$ cat config.mk
export PLATFORM = sky130hd
export DESIGN_NAME = vcfg_unit
export DESIGN_NICKNAME = d
export VERILOG_FILES = /design/src/rtl/vcfg_unit.sv
export SDC_FILE = /design/constraint.sdc
export NUM_CORES = 1
export LEC_CHECK = 0
export BUFFER_PORTS_ARGS = -buffer_cell sky130_fd_sc_hd__clkbuf_2
export CAP_MARGIN = 20
export CORE_MARGIN = 2
export CORE_UTILIZATION = 35
export CTS_CLUSTER_DIAMETER = 50
export DETAILED_ROUTE_END_ITERATION = 8
export SYNTH_ARGS = -nofsm -noshare
export SYNTH_HDL_FRONTEND = slang
export SYNTH_SLANG_ARGS = --single-unit
$ cat constraint.sdc
create_clock -name clk -period 12.6 [get_ports clk]
set_clock_uncertainty 0.2 [all_clocks]
set_input_delay 2.52 -clock clk [delete_from_list [all_inputs] [get_ports clk]]
set_output_delay 2.52 -clock clk [all_outputs]
set_load 0.02 [all_outputs]
$ cat src/rtl/vcfg_unit.sv
// vcfg_unit: vsetvl-class vector configuration unit holding vl, vtype and
// strip-mining remaining-AVL state behind valid/ready request and response ports.
module vcfg_unit #(
   parameter int VLEN  = 64,
   parameter int ELEN  = 64,
   parameter int AVL_W = 32,
   parameter int VL_W  = $clog2(VLEN) + 1
) (
   input  logic             clk,
   input  logic             rst,
   input  logic             req_valid,
   output logic             req_ready,
   input  logic [1:0]       req_cmd,
   input  logic [2:0]       req_sew,
   input  logic [2:0]       req_lmul,
   input  logic [AVL_W-1:0] req_avl,
   output logic             rsp_valid,
   input  logic             rsp_ready,
   output logic [VL_W-1:0]  rsp_vl,
   output logic [VL_W-1:0]  vl,
   output logic [7:0]       vtype,
   output logic [AVL_W-1:0] avl_rem,
   output logic             strip_done
);
   localparam int CW = AVL_W > VL_W ? AVL_W : VL_W;
   localparam logic [1:0] CMD_KEEP = 2'b01, CMD_VLMAX = 2'b10, CMD_STRIP = 2'b11;
   typedef enum logic [1:0] {IDLE, CALC, RESP} state_t;
   state_t           state_q, state_d;
   logic [1:0]       cmd_q, cmd_d;
   logic [2:0]       sew_q, sew_d, lmul_q, lmul_d;
   logic [AVL_W-1:0] avl_q, avl_d, avl_rem_q, avl_rem_d;
   logic [VL_W-1:0]  vl_q, vl_d, rsp_vl_q, rsp_vl_d;
   logic [7:0]       vtype_q, vtype_d;
   logic [2:0]       c_sew, c_lmul;
   logic [3:0]       frac_sh;
   logic [VL_W-1:0]  vlmax_base, vlmax;
   logic [AVL_W-1:0] src_avl;
   logic [CW-1:0]    take;
   logic             ill, bad;
   logic [VL_W-1:0]  res_vl;
   logic [AVL_W-1:0] res_rem;
   logic [7:0]       res_vtype;
   int               sew_bits;
   // STRIP re-derives VLMAX from the stored vtype rather than the request fields
   always_comb begin
      c_sew      = cmd_q == CMD_STRIP ? vtype_q[5:3] : sew_q;
      c_lmul     = cmd_q == CMD_STRIP ? vtype_q[2:0] : lmul_q;
      frac_sh    = 4'd8 - {1'b0, c_lmul};
      sew_bits   = 8 << c_sew;
      vlmax_base = VL_W'(VLEN >> (int'(c_sew) + 3));
      vlmax      = c_lmul[2] ? vlmax_base >> frac_sh : vlmax_base << c_lmul[1:0];
      ill        = c_sew[2] || c_lmul == 3'b100 || sew_bits > ELEN
                   || (c_lmul[2] && sew_bits > (ELEN >> frac_sh)) || vlmax == '0;
      src_avl    = cmd_q == CMD_STRIP ? avl_rem_q : avl_q;
      take       = CW'(src_avl) < CW'(vlmax) ? CW'(src_avl) : CW'(vlmax);
      bad        = ill || (cmd_q == CMD_STRIP && vtype_q[7])
                   || (cmd_q == CMD_KEEP && (vtype_q[7] || vl_q > vlmax));
      res_vl     = bad ? '0 : cmd_q == CMD_KEEP ? vl_q : cmd_q == CMD_VLMAX ? vlmax : VL_W'(take);
      res_rem    = bad || cmd_q == CMD_VLMAX ? '0
                   : cmd_q == CMD_KEEP ? avl_rem_q : src_avl - AVL_W'(take);
      res_vtype  = bad ? 8'h80 : {2'b00, c_sew, c_lmul};
   end
   always_comb begin
      state_d   = state_q;
      cmd_d     = cmd_q;
      sew_d     = sew_q;
      lmul_d    = lmul_q;
      avl_d     = avl_q;
      vl_d      = vl_q;
      avl_rem_d = avl_rem_q;
      vtype_d   = vtype_q;
      rsp_vl_d  = rsp_vl_q;
      case (state_q)
         IDLE: if (req_valid) begin
            cmd_d   = req_cmd;
            sew_d   = req_sew;
            lmul_d  = req_lmul;
            avl_d   = req_avl;
            state_d = CALC;
         end
         CALC: begin
            vl_d      = res_vl;
            avl_rem_d = res_rem;
            vtype_d   = res_vtype;
            rsp_vl_d  = res_vl;
            state_d   = RESP;
         end
         RESP: state_d = rsp_ready ? IDLE : RESP;
         default: state_d = IDLE;
      endcase
   end
   always_ff @(posedge clk) begin
      if (rst) begin
         state_q   <= IDLE;
         cmd_q     <= '0;
         sew_q     <= '0;
         lmul_q    <= '0;
         avl_q     <= '0;
         vl_q      <= '0;
         avl_rem_q <= '0;
         vtype_q   <= 8'h80;
         rsp_vl_q  <= '0;
      end else begin
         state_q   <= state_d;
         cmd_q     <= cmd_d;
         sew_q     <= sew_d;
         lmul_q    <= lmul_d;
         avl_q     <= avl_d;
         vl_q      <= vl_d;
         avl_rem_q <= avl_rem_d;
         vtype_q   <= vtype_d;
         rsp_vl_q  <= rsp_vl_d;
      end
   end
   assign req_ready  = state_q == IDLE;
   assign rsp_valid  = state_q == RESP;
   assign rsp_vl     = rsp_vl_q;
   assign vl         = vl_q;
   assign vtype      = vtype_q;
   assign avl_rem    = avl_rem_q;
   assign strip_done = avl_rem_q == '0;
endmodule

Word level (Yosys, flattened, before mapping)

Index checks and enable logic that the tools add are counted.

Bits in registers: 89
Bits in latches: 0
RAM bits: 0
Memory bits (read-only): 0
Output and inout port bits: 57
Logic and storage cells: 60
Memories kept: 0

Add/subtract/negate cells: 3
$mul: 0
Div/mod/pow operators: 0
$lt $le $gt $ge: 4
Equality and inequality tests: 9
Shift operators: 5
Multiplexer cells: 14
Bitwise gates (word level): 0
Reductions and logical operators: 17

Operators by type and width:

| kind                 | count |
|---|---|
| $mux 32              | 4 |
| $gt 32x32->1         | 1 |
| $gt 32x8->1 const B  | 1 |
| $logic_not 32->1     | 1 |
| $lt 32x7->1          | 1 |
| $shl 4x3->32 const A | 1 |
| $shr 7x4->32 const A | 1 |
| $sub 32x32->32       | 1 |
| $mux 7               | 4 |
| $logic_or 1x1->1     | 8 |
| $mux 8               | 1 |
| $gt 7x7->1           | 1 |
| $logic_not 7->1      | 1 |
| $shl 7x2->7          | 1 |
| $shr 7x4->7          | 1 |
| $shr 7x4->7 const A  | 1 |
| $eq 2x2->1 const B   | 3 |
| $mux 3               | 2 |
| $pmux 2 s3           | 1 |
| $reduce_and 2->1     | 3 |
| $add 3x2->4 const B  | 1 |
| $eq 2x1->1 const B   | 2 |
| $mux 2               | 2 |
| $ne 2x2->1 const B   | 2 |
| 5 further kinds      | 7 |

Depth between registers and ports, before layout

Gate-level depths: netlist of the first run.

Depth in word-level cells: 13
Mapped depth: 31
Depth with buffers taken out: 26

Worst setup path after synthesis of the first run

No wires, ideal clock.

Path kind: reg2reg
From: register cmd_q[0]
To: register avl_rem_q[18], in the netlist avl_rem[18]
Library setup time: 0.083 ns
Data arrival time: 5.687 ns
Required time: 12.317 ns
Slack: 6.629 ns
Cell stages (with the launch flop): 27
Path buffers: 4
Cells stage by stage: dfxtp_1 -> buf_6 -> buf_6 -> nand2_2 -> buf_4 -> a21oi_1 -> ha_1 -> ha_1 -> nor3_1 -> a32oi_2 -> ha_1 -> a21o_1 -> a21oi_1 -> o21ai_0 -> a31o_1 -> nor2_1 -> buf_2 -> mux2_2 -> ha_1 -> o21a_1 -> o31a_1 -> o31ai_2 -> nand3b_1 -> or4b_2 -> nand3_1 -> nand3_1 -> o221ai_1

Cells in the longest elaborated chain, start to end: 13
Elaborated cells between the ends (all ways): 37
Classes of those cells: add/sub (3); order compare (4); eq/ne (5); shift (5); mux (7); reduce/logical (13)

Ends and longest elaborated chain:

| what                                                 | line | text |
|---|---|---|
| from (decl)                                          | 29   | `logic [1:0] cmd_q, cmd_d;` |
| from (signal assigned)                               | 105  | `cmd_q <= cmd_d;` |
| branches (longest 13 deep; another with $lt 32x7->1) | n/a  |  |
| to (signal assigned)                                 | 110  | `avl_rem_q <= avl_rem_d;` |
| to (decl)                                            | 31   | `logic [AVL_W-1:0] avl_q, avl_d, avl_rem_q, avl_rem_d;` |

Several ways; the timed one is not identified. The select of a mux whose other input is x is not followed.
A chain may end at the register's enable or synchronous reset.

Worst setup path after layout of the first run

From: register cmd_q[1]
To: register avl_rem_q[18], in the netlist avl_rem[18]

The elaborated chain is that of the path after synthesis.

==> flow_results.xml, run 1 <==
<?xml version="1.0" encoding="UTF-8"?>
<metrics>
  <group name="status">
    <metric name="status" unit="">finished clean</metric>
  </group>
  <group name="global_route">
    <metric name="grt_pass1_vias" unit="">5613</metric>
    <metric name="grt-ovfl-total" unit="">0</metric>
    <metric name="grt_antenna_before_repair" unit="">0</metric>
    <metric name="grt_first_pass_wirelength" unit="um">30200</metric>
    <metric name="gr-usage-all-layers" unit="%">19.2</metric>
    <metric name="largest_net_degree_at_the_start_of_global_routing" unit="">59</metric>
  </group>
  <group name="cells_and_area">
    <metric name="antenna-diode-count" unit="">0</metric>
    <metric name="syn_to_final_growth" unit="%">13.6</metric>
    <metric name="post-route-util" unit="%">40.4</metric>
    <metric name="drive_gt1_share" unit="%">20.0</metric>
    <metric name="layout.nets" unit="">946</metric>
    <metric name="area_of_all_placed_cells_without_fillers" unit="um^2">7230</metric>
  </group>
  <group name="timing">
    <metric name="layout_setup_ws" unit="ns">4.31</metric>
    <metric name="period_utilization" unit="%">65.8</metric>
    <metric name="timing.slew.headroom" unit="%">41.3</metric>
    <metric name="setup_viol" unit="">0</metric>
    <metric name="slew_at_the_pin_closest_to_its_max_slew_limit" unit="ns">0.879</metric>
    <metric name="finalWorstPathRequiredPeriod" unit="ns">8.29</metric>
    <metric name="finalHoldViolCount" unit="">0</metric>
    <metric name="total_negative_slack_for_setup_checks" unit="ns">0</metric>
    <metric name="grt_setup_unrepaired" unit="">no</metric>
    <metric name="fmaxAchievable" unit="MHz">121</metric>
    <metric name="final-max-slew-violation-count" unit="">0</metric>
    <metric name="timing.hold.ws" unit="ns">0.262</metric>
  </group>
  <group name="floorplan">
    <metric name="die_y" unit="um">139</metric>
    <metric name="ioPinCount" unit="">101</metric>
    <metric name="initial_core_util" unit="%">35.5</metric>
    <metric name="core-area" unit="um^2">17900</metric>
    <metric name="die_width" unit="um">139</metric>
    <metric name="num_rows" unit="">49</metric>
    <metric name="die-area" unit="um^2">19300</metric>
  </group>
  <group name="power">
    <metric name="power_density" unit="nW/um^2">119</metric>
    <metric name="p_leak" unit="uW">0.00285</metric>
    <metric name="clock_power_share" unit="%">33.6</metric>
    <metric name="swShare" unit="%">34.6</metric>
    <metric name="power.sequential.fraction" unit="%">36.1</metric>
    <metric name="cellInternalPower" unit="uW">565</metric>
    <metric name="power_switching" unit="uW">299</metric>
    <metric name="worst_vdd_ir" unit="V">0.0000736</metric>
    <metric name="power.share.combinational" unit="%">30.3</metric>
  </group>
  <group name="placement">
    <metric name="placed_area" unit="um^2">6880</metric>
    <metric name="port_buffers" unit="">99</metric>
    <metric name="detailed_place_hpwl" unit="um">13400</metric>
    <metric name="place.gp.congestion" unit="">0.898</metric>
    <metric name="dp_slack" unit="ns">4.22</metric>
  </group>
  <group name="routing">
    <metric name="num_vias" unit="">6120</metric>
    <metric name="vias_per_cell" unit="">5.55</metric>
    <metric name="detail_route.wirelength" unit="um">18700</metric>
    <metric name="postRouteAntennaNets" unit="">0</metric>
    <metric name="routed_wirelength_normalized_by_instance_count" unit="um">17.0</metric>
    <metric name="length_of_the_first_detailed_routing_pass_in_iterations" unit="">5</metric>
    <metric name="detail_route.drc_violations" unit="">0</metric>
    <metric name="detail_route.iter0.violations" unit="">481</metric>
  </group>
  <group name="logic_synthesis">
    <metric name="top_post_synthesis_cells_by_count" unit="">nand2_1, dfxtp_1, a21oi_1</metric>
    <metric name="synth-seq-cells" unit="">88</metric>
    <metric name="yosys.area.top_type" unit="">dfxtp_1</metric>
    <metric name="postSynthCellCount" unit="">806</metric>
    <metric name="yosysMostFrequentCell" unit="">nand2_1</metric>
    <metric name="share_of_synthesized_registers_carrying_an_async_set_or_reset" unit="%">0</metric>
    <metric name="yosysTopAreaCellShare" unit="%">27.7</metric>
    <metric name="synth_nets" unit="">883</metric>
    <metric name="synth-main-ff-cell" unit="">dfxtp_1</metric>
    <metric name="ys_top_cells_by_area" unit="">dfxtp_1, nand2_1, ha_1</metric>
    <metric name="yosys_warnings" unit="">0</metric>
    <metric name="seq_area_frac_synth" unit="%">27.7</metric>
    <metric name="netlist-cell-type-count" unit="">93</metric>
    <metric name="netlist_area" unit="um^2">6360</metric>
    <metric name="synth_edf_count" unit="">0</metric>
    <metric name="synth.avg_cell_area" unit="um^2">7.89</metric>
  </group>
  <group name="cts">
    <metric name="post-cts-setup-buffers" unit="">0</metric>
    <metric name="holdBufCountCts" unit="">0</metric>
    <metric name="clock_path_buffers" unit="">2</metric>
    <metric name="cts-buffers-inserted" unit="">9</metric>
    <metric name="clkLatencyLatePin" unit="ns">0.35</metric>
    <metric name="ctsHtreeMaxLevel" unit="">3</metric>
    <metric name="cts_repair_resize_count" unit="">0</metric>
    <metric name="clk_pin_slew_worst_paths" unit="ns">0.07</metric>
    <metric name="tritoncts" unit="">done</metric>
    <metric name="numClockSinks" unit="">88</metric>
    <metric name="clk_root_buffer_cell" unit="">clkbuf_16</metric>
  </group>
  <group name="setup_path">
    <metric name="cp-end-kind" unit="">flip-flop</metric>
    <metric name="cp_data_required_time" unit="ns">12.67</metric>
    <metric name="arr_time_crit_path" unit="ns">8.35</metric>
    <metric name="worstRegToRegCells" unit="">22</metric>
    <metric name="worst_setup_path_start_kind" unit="">flip-flop</metric>
    <metric name="path_class" unit="">flip-flop to flip-flop</metric>
    <metric name="cp_max_fo" unit="">58</metric>
  </group>
  <group name="run">
    <metric name="drv.max_cap_violation_count" unit="">0</metric>
  </group>
  <group name="hold_path">
    <metric name="timing.hold.worst_path_depth" unit="">2</metric>
    <metric name="worstHoldPathType" unit="">flip-flop to flip-flop</metric>
  </group>
</metrics>
## cell type report
type / count / area [um^2]
clock inverter: 5 / 81.3
sequential: 88 / 1760
clock buffer: 11 / 233
tap: 229 / 287
multi-input combinational: 606 / 4070
timing repair buffer: 109 / 586
fill: 1872 / 10700
inverter: 55 / 206
## layer usage
layer	vias to the layer above	track usage, %	wire length (um)
li1	3035	-	-
met1	2869	27.9	9030
met2	187	29.0	8380
met3	29	2.52	998
met4	0	6.91	345
met5	-	0	0
## placed cells by master (no fill, tap or decap), types with 11 or more instances in the layout
master and count:
o22ai_1 11, nor3_1 25, or3_1 12, o221ai_1 19, nand3_1 31, dfxtp_1 88
o211ai_1 11, o21ai_0 24, xor2_1 20, clkbuf_2 99, nand2_1 114, mux2i_1 14
ha_1 32, inv_1 53, nor2_1 48, a21oi_1 67
## path summary, 6_finish.rpt
path | from | end | slack [ns]
min reg2reg | avl_q[6] | avl_q[6] | 0.26
max reg2reg | cmd_q[1] | avl_rem[18] | 4.31
min | avl_q[6] | avl_q[6] | 0.26
max | cmd_q[1] | avl_rem[18] | 4.31
## cells by family after synthesis
family / Yosys count / share of synthesized area, %
adder cells (fa/ha/maj): 33 / 6.61
multiplexers: 22 / 3.95
XOR/XNOR: 27 / 3.72
flip-flops: 88 / 27.7
buffers and inverters: 112 / 8.67
other: 1 / 0.0589
AND/OR/NAND/NOR: 303 / 24.2
AO/OA/AOI/OAI: 220 / 25.1
## sequential cells by signal, summed over array words and instances (netlist names)
signal and count:
avl_q 32, avl_rem 32, rsp_vl 7, vtype 7
lmul_q 3, sew_q 3, cmd_q 2, state_q 2
## critical path: stages (launching register included)
cell and delay [ns]:
dfxtp_1 0.67, buf_8 0.24, and2_4 0.62, mux2i_2 0.54, ha_1 0.38, nor3_1 0.39
a32oi_2 0.24, ha_1 0.37, a21o_1 0.19, a21oi_1 0.14, o21ai_0 0.09, a31o_1 0.29
nor2_1 0.53, mux2_2 0.41, ha_1 0.32, nor2b_1 0.16, o31a_1 0.27, o31ai_2 0.63
nand3b_1 0.46, or4b_2 0.74, nand3_1 0.10, nand3_1 0.08, o221ai_1 0.10
## power by group through the flow
stage          clock network, uW  logic [uW]  registers, uW
2_1_floorplan                  0         195            315
3_3_place_gp                   0         254            320
3_5_place_dp                   0         255            320
4_1_cts                      295         256            314
5_1_grt                      306         289            314
6_report                     290         261            312
## metrics by stage
step	instances	total power, uW
finish	1103	863
global route	1103	908
CTS	1101	864
detailed placement	1085	575
global placement	1085	574
floorplan	806	510
No activity file was read; power rests on OpenSTA's default activity.
==> run 2, diff against run 1 <==
==> constraint.sdc (replaced) <==
create_clock -name clk -period 7.35 [get_ports clk]
set_clock_uncertainty 0.2 [all_clocks]
set_input_delay 1.47 -clock clk [delete_from_list [all_inputs] [get_ports clk]]
set_output_delay 1.47 -clock clk [all_outputs]
set_load 0.02 [all_outputs]
==> flow_results.xml, run 2 (synthesis results as in run 1) <==
<?xml version="1.0" encoding="UTF-8"?>
<metrics>
  <group name="timing">
    <metric name="slew_at_the_pin_closest_to_its_max_slew_limit" unit="ns">0.925</metric>
    <metric name="finalWorstPathRequiredPeriod" unit="ns">6.78</metric>
    <metric name="fmaxAchievable" unit="MHz">147</metric>
    <metric name="finalHoldViolCount" unit="">0</metric>
    <metric name="final-max-slew-violation-count" unit="">0</metric>
    <metric name="setup_viol" unit="">0</metric>
    <metric name="total_negative_slack_for_setup_checks" unit="ns">0</metric>
    <metric name="grt_setup_unrepaired" unit="">no</metric>
    <metric name="period_utilization" unit="%">92.3</metric>
    <metric name="timing.slew.headroom" unit="%">38.2</metric>
  </group>
  <group name="cells_and_area">
    <metric name="drive_gt1_share" unit="%">20.6</metric>
    <metric name="syn_to_final_growth" unit="%">13.8</metric>
    <metric name="layout.nets" unit="">951</metric>
    <metric name="most_common_cell_after_layout_fill_and_taps_aside" unit="">nand2_1</metric>
    <metric name="antenna-diode-count" unit="">0</metric>
    <metric name="area_of_all_placed_cells_without_fillers" unit="um^2">7240</metric>
    <metric name="n_fill_cell" unit="">1864</metric>
    <metric name="layout.cells.most_common_list" unit="">nand2_1, clkbuf_2, dfxtp_1</metric>
  </group>
  <group name="global_route">
    <metric name="grt_antenna_before_repair" unit="">0</metric>
    <metric name="grt_pass1_vias" unit="">5686</metric>
    <metric name="grt_first_pass_wirelength" unit="um">31300</metric>
    <metric name="grt-ovfl-total" unit="">0</metric>
    <metric name="largest_net_degree_at_the_start_of_global_routing" unit="">55</metric>
    <metric name="gr-usage-all-layers" unit="%">20.0</metric>
  </group>
  <group name="hold_path">
    <metric name="worstHoldPathType" unit="">flip-flop to flip-flop</metric>
    <metric name="timing.hold.worst_path_depth" unit="">2</metric>
  </group>
  <group name="floorplan">
    <metric name="die_y" unit="um">139</metric>
    <metric name="initial_core_util" unit="%">35.5</metric>
    <metric name="num_rows" unit="">49</metric>
    <metric name="die_width" unit="um">139</metric>
    <metric name="core-area" unit="um^2">17900</metric>
    <metric name="ioPinCount" unit="">101</metric>
    <metric name="die-area" unit="um^2">19300</metric>
  </group>
  <group name="setup_path">
    <metric name="worstRegToRegCells" unit="">25</metric>
    <metric name="worst_setup_path_start_kind" unit="">flip-flop</metric>
    <metric name="cp_data_required_time" unit="ns">7.38</metric>
    <metric name="arr_time_crit_path" unit="ns">6.82</metric>
    <metric name="cp_max_fo" unit="">17</metric>
    <metric name="cp-end-kind" unit="">flip-flop</metric>
    <metric name="path_class" unit="">flip-flop to flip-flop</metric>
    <metric name="reg2reg_slack" unit="ns">0.57</metric>
  </group>
  <group name="power">
    <metric name="swShare" unit="%">35.8</metric>
    <metric name="clock_power_share" unit="%">33.0</metric>
    <metric name="worst_vdd_ir" unit="V">0.000122</metric>
    <metric name="power.sequential.fraction" unit="%">36.1</metric>
    <metric name="power_switching" unit="uW">529</metric>
    <metric name="cellInternalPower" unit="uW">948</metric>
    <metric name="power.share.combinational" unit="%">30.9</metric>
    <metric name="power_density" unit="nW/um^2">204</metric>
    <metric name="p_leak" unit="uW">0.00287</metric>
    <metric name="totalPowerFinal" unit="uW">1480</metric>
  </group>
  <group name="placement">
    <metric name="port_buffers" unit="">99</metric>
    <metric name="placed_area" unit="um^2">6940</metric>
    <metric name="place.gp.congestion" unit="">0.919</metric>
    <metric name="detailed_place_hpwl" unit="um">13800</metric>
  </group>
  <group name="cts">
    <metric name="clkLatencyLatePin" unit="ns">0.36</metric>
    <metric name="numClockSinks" unit="">88</metric>
    <metric name="cts-buffers-inserted" unit="">9</metric>
    <metric name="clk_pin_slew_worst_paths" unit="ns">0.07</metric>
    <metric name="holdBufCountCts" unit="">0</metric>
    <metric name="tritoncts" unit="">done</metric>
    <metric name="clock_path_buffers" unit="">2</metric>
    <metric name="clk_root_buffer_cell" unit="">clkbuf_16</metric>
    <metric name="ctsHtreeMaxLevel" unit="">3</metric>
    <metric name="cts_repair_resize_count" unit="">0</metric>
    <metric name="post-cts-setup-buffers" unit="">0</metric>
  </group>
  <group name="routing">
    <metric name="detail_route.iter0.violations" unit="">453</metric>
    <metric name="num_vias" unit="">6124</metric>
    <metric name="postRouteAntennaNets" unit="">0</metric>
    <metric name="routed_wirelength_normalized_by_instance_count" unit="um">17.3</metric>
    <metric name="detail_route.drc_violations" unit="">0</metric>
    <metric name="detail_route.wirelength" unit="um">19200</metric>
    <metric name="length_of_the_first_detailed_routing_pass_in_iterations" unit="">5</metric>
    <metric name="vias_per_cell" unit="">5.53</metric>
  </group>
  <group name="status">
    <metric name="status" unit="">finished clean</metric>
  </group>
  <group name="run">
    <metric name="drv.max_cap_violation_count" unit="">0</metric>
  </group>
</metrics>
## run 2: layout make-up
class	instances	area, um^2	area share (%)
Sequential cell	88	1760	24.3
Tap cell	229	287	3.96
Clock buffer	11	243	3.35
Multi-Input combinational cell	606	4070	56.2
Inverter	55	206	2.85
Timing Repair Buffer	114	608	8.40
Clock inverter	5	65.1	0.898
## run 2: power groups by stage
stage	Sequential [uW]	Combinational [uW]	Clock, uW
detailed placement	544	453	0
floorplan	540	335	0
global route	537	508	517
CTS	533	456	494
global placement	543	451	0
finish	533	457	488
## run 2: through the flow
step	util [%]	hold slack, ns	instances	setup WS (ns)
after global placement	38.7	0.251	1092	0.828
final	40.5	0.268	1108	0.566
after global routing	40.5	0.294	1108	0.0899
after CTS	40.5	0.264	1108	0.615
after floorplan	-	0.231	806	1.38
after detailed placement	38.7	0.253	1092	0.646
## run 2: path summary, 6_finish.rpt
path / start / end
setup / recovery: cmd_q[0] / avl_rem[29]
hold / removal: avl_q[3] / avl_q[3]
setup reg to reg: cmd_q[0] / avl_rem[29]
hold reg to reg: avl_q[3] / avl_q[3]
## run 2: metal layers
layer | part of all wire, % | wire [um] | vias to the layer above | GRT usage, %
met2 | 44 | 8510 | 184 | 30.8
met3 | 6.2 | 1180 | 25 | 3.28
met5 | 0 | 0 | - | 0
met1 | 48 | 9140 | 2865 | 28.6
li1 | - | - | 3050 | -
met4 | 1.9 | 369 | 0 | 6.75
## run 2: worst max-delay path, cell delays in order (launching register included)
cell      delay, ns
dfxtp_1        0.63
a21bo_2        0.23
and2_1         0.34
ha_1           0.27
ha_1           0.29
nor3_1         0.37
a32oi_2        0.23
ha_1           0.37
a21o_1         0.18
a21oi_1        0.13
o21ai_0        0.09
a31o_1         0.29
nor2_1         0.10
buf_4          0.18
mux2i_1        0.30
inv_1          0.08
ha_1           0.26
nor2b_1        0.14
o31a_1         0.27
o41ai_2        0.50
buf_4          0.27
nand3_1        0.13
or2_2          0.35
xnor2_1        0.13
a21oi_1        0.19
o221ai_2       0.11
==> run 3, diff against run 2 <==
--- a/config.mk
+++ b/config.mk
@@ -5,6 +5,7 @@
 export SDC_FILE = /design/constraint.sdc
 export NUM_CORES = 1
 export LEC_CHECK = 0
+export ABC_AREA = 1
 export BUFFER_PORTS_ARGS = -buffer_cell sky130_fd_sc_hd__clkbuf_2
 export CAP_MARGIN = 20
 export CORE_MARGIN = 2
==> flow_results.xml, run 3 <==
<?xml version="1.0" encoding="UTF-8"?>
<metrics>
  <group name="logic_synthesis">
    <metric name="synth-main-ff-cell" unit="">dfxtp_1</metric>
    <metric name="seq_area_frac_synth" unit="%">30.3</metric>
    <metric name="netlist-cell-type-count" unit="">48</metric>
    <metric name="yosysMostFrequentCell" unit="">nand2_1</metric>
    <metric name="yosysTopAreaCellShare" unit="%">30.3</metric>
    <metric name="synth_nets" unit="">964</metric>
    <metric name="top_post_synthesis_cells_by_count" unit="">nand2_1, inv_1, nor2_1</metric>
    <metric name="yosys.area.top_type" unit="">dfxtp_1</metric>
    <metric name="synth-seq-cells" unit="">88</metric>
    <metric name="postSynthCellCount" unit="">887</metric>
    <metric name="netlist_area" unit="um^2">5820</metric>
    <metric name="ys_top_cells_by_area" unit="">dfxtp_1, nand2_1, inv_1</metric>
    <metric name="share_of_synthesized_registers_carrying_an_async_set_or_reset" unit="%">0</metric>
    <metric name="synth.avg_cell_area" unit="um^2">6.56</metric>
    <metric name="synth_edf_count" unit="">0</metric>
    <metric name="yosys_warnings" unit="">0</metric>
  </group>
  <group name="cts">
    <metric name="cts_repair_resize_count" unit="">0</metric>
    <metric name="post-cts-setup-buffers" unit="">0</metric>
    <metric name="clkLatencyLatePin" unit="ns">0.36</metric>
    <metric name="clock_path_buffers" unit="">2</metric>
    <metric name="ctsHtreeMaxLevel" unit="">3</metric>
    <metric name="holdBufCountCts" unit="">0</metric>
    <metric name="clk_root_buffer_cell" unit="">clkbuf_16</metric>
    <metric name="clk_pin_slew_worst_paths" unit="ns">0.08</metric>
    <metric name="cts-buffers-inserted" unit="">9</metric>
    <metric name="numClockSinks" unit="">88</metric>
    <metric name="tritoncts" unit="">done</metric>
  </group>
  <group name="routing">
    <metric name="wl_met2" unit="um">8470</metric>
    <metric name="routed_wirelength_normalized_by_instance_count" unit="um">14.8</metric>
    <metric name="postRouteAntennaNets" unit="">0</metric>
    <metric name="detail_route.iter0.violations" unit="">475</metric>
    <metric name="detail_route.wirelength.met1" unit="um">7970</metric>
    <metric name="vias_per_cell" unit="">4.93</metric>
    <metric name="detail_route.wirelength" unit="um">17500</metric>
    <metric name="top_layer_used" unit="">met4</metric>
    <metric name="length_of_the_first_detailed_routing_pass_in_iterations" unit="">6</metric>
    <metric name="num_vias" unit="">5832</metric>
    <metric name="met3_wirelength" unit="um">858</metric>
    <metric name="detail_route.drc_violations" unit="">0</metric>
  </group>
  <group name="cells_and_area">
    <metric name="area_of_all_placed_cells_without_fillers" unit="um^2">6660</metric>
    <metric name="layout.cells.most_common_list" unit="">nand2_1, inv_1, nor2_1</metric>
    <metric name="antenna-diode-count" unit="">0</metric>
    <metric name="layout.nets" unit="">1036</metric>
    <metric name="syn_to_final_growth" unit="%">14.4</metric>
    <metric name="drive_gt1_share" unit="%">17.4</metric>
    <metric name="layout.cells.non_filler" unit="">1184</metric>
    <metric name="most_common_cell_after_layout_fill_and_taps_aside" unit="">nand2_1</metric>
  </group>
  <group name="floorplan">
    <metric name="die_width" unit="um">133</metric>
    <metric name="die-area" unit="um^2">17700</metric>
    <metric name="core-area" unit="um^2">16400</metric>
    <metric name="ioPinCount" unit="">101</metric>
    <metric name="num_rows" unit="">47</metric>
    <metric name="die_y" unit="um">133</metric>
    <metric name="initial_core_util" unit="%">35.5</metric>
  </group>
  <group name="setup_path">
    <metric name="cp_max_fo" unit="">15</metric>
    <metric name="worst_setup_path_start_kind" unit="">flip-flop</metric>
    <metric name="cp_data_required_time" unit="ns">7.35</metric>
    <metric name="cp-end-kind" unit="">flip-flop</metric>
    <metric name="arr_time_crit_path" unit="ns">5.93</metric>
    <metric name="critical-path-top-cell-by-count" unit="">nand2_1</metric>
    <metric name="cp_slowest_stage_delay" unit="ns">0.51</metric>
    <metric name="path_class" unit="">flip-flop to flip-flop</metric>
    <metric name="slowest_stage" unit="">dfxtp_1</metric>
  </group>
  <group name="power">
    <metric name="worst_vdd_ir" unit="V">0.000125</metric>
    <metric name="power_density" unit="nW/um^2">225</metric>
    <metric name="p_leak" unit="uW">0.00330</metric>
    <metric name="totalPowerFinal" unit="uW">1500</metric>
  </group>
  <group name="timing">
    <metric name="setup_viol" unit="">0</metric>
    <metric name="total_negative_slack_for_setup_checks" unit="ns">0</metric>
    <metric name="layout_setup_ws" unit="ns">1.41</metric>
    <metric name="period_utilization" unit="%">80.8</metric>
    <metric name="slew_at_the_pin_closest_to_its_max_slew_limit" unit="ns">1.09</metric>
    <metric name="fmaxAchievable" unit="MHz">168</metric>
    <metric name="final-max-slew-violation-count" unit="">0</metric>
    <metric name="grt_setup_unrepaired" unit="">no</metric>
    <metric name="timing.slew.headroom" unit="%">27.6</metric>
    <metric name="finalWorstPathRequiredPeriod" unit="ns">5.94</metric>
    <metric name="finalHoldViolCount" unit="">0</metric>
  </group>
  <group name="placement">
    <metric name="dp_slack" unit="ns">1.52</metric>
    <metric name="place.gp.congestion" unit="">0.922</metric>
    <metric name="post-place-cells" unit="">1168</metric>
    <metric name="port_buffers" unit="">99</metric>
    <metric name="placed_area" unit="um^2">6380</metric>
    <metric name="detailed_place_hpwl" unit="um">13400</metric>
  </group>
  <group name="global_route">
    <metric name="grt_pass1_vias" unit="">5612</metric>
    <metric name="grt-ovfl-total" unit="">0</metric>
    <metric name="grt_antenna_before_repair" unit="">0</metric>
    <metric name="gr-usage-all-layers" unit="%">20.4</metric>
    <metric name="largest_net_degree_at_the_start_of_global_routing" unit="">72</metric>
    <metric name="grt_first_pass_wirelength" unit="um">28400</metric>
  </group>
  <group name="hold_path">
    <metric name="worstHoldPathType" unit="">flip-flop to flip-flop</metric>
  </group>
  <group name="status">
    <metric name="status" unit="">finished clean</metric>
  </group>
  <group name="run">
    <metric name="drv.max_cap_violation_count" unit="">0</metric>
  </group>
</metrics>
-- run 3: cell types whose count changed in the layout (fill, tap and decap cells not counted), moves of 19 or more --
cell      delta
inv_1       +57
o21ai_0     +45
nand3_1     +41
nor2_1      +59
o221ai_1    -19
nand2_1     +57
-- run 3: final timing paths --
| path | from | end | slack [ns] | cells past startpoint |
|---|---|---|---|---|
| worst max register to register | cmd_q[1] | avl_rem[28] | 1.41 | 33 |
| worst min register to register | avl_q[15] | avl_q[15] | 0.25 | 2 |
| worst max-delay path | cmd_q[1] | avl_rem[28] | 1.41 | 33 |
| worst min-delay path | avl_q[15] | avl_q[15] | 0.25 | 2 |
-- run 3: area by class of cell --
cell class | instances | area [um^2]
timing repair buffer | 102 | 518
clock inverter | 6 | 43.8
multi-input combinational | 642 | 3380
clock buffer | 10 | 239
tap | 220 | 275
inverter | 116 | 440
fill | 1783 | 9750
sequential | 88 | 1760
-- run 3: worst max-delay path: cells and delay by family, from the launching register on --
kind            cells  cell delay, ns
buf+inv             3            0.31
fa+ha+maj           4            1.08
flops               1            0.51
simple gates       22            3.07
compound gates      4            0.61
-- run 3: logic make-up after synthesis --
family          share of synthesized area [%]
simple gates                             33.0
fa+ha+maj                                7.22
other cells                            0.0644
compound gates                           15.7
xor+xnor                                0.752
buf+inv                                  11.7
flops                                    30.3
mux                                      1.22
-- run 3: per-layer routing --
layer | track usage (%) | up-vias
li1 | - | 3032
met2 | 35.5 | 142
met5 | 0 | -
met1 | 25.5 | 2642
met4 | 4.90 | 0
met3 | 4.56 | 16
-- run 3: per-stage QoR --
stage,utilization [%],hold slack [ns]
final,40.6,0.255
after global routing,40.6,0.271
after CTS,40.6,0.258
after detailed placement,38.9,0.248
after global placement,38.9,0.243
after floorplan,-,0.230
-- run 3: report_power, final --
group / internal, uW / total (uW) / leakage [uW] / switching (uW)
Sequential: 509 / 535 / 0.000720 / 26.5
Combinational: 165 / 514 / 0.00244 / 349
Clock: 240 / 448 / 0.000139 / 208
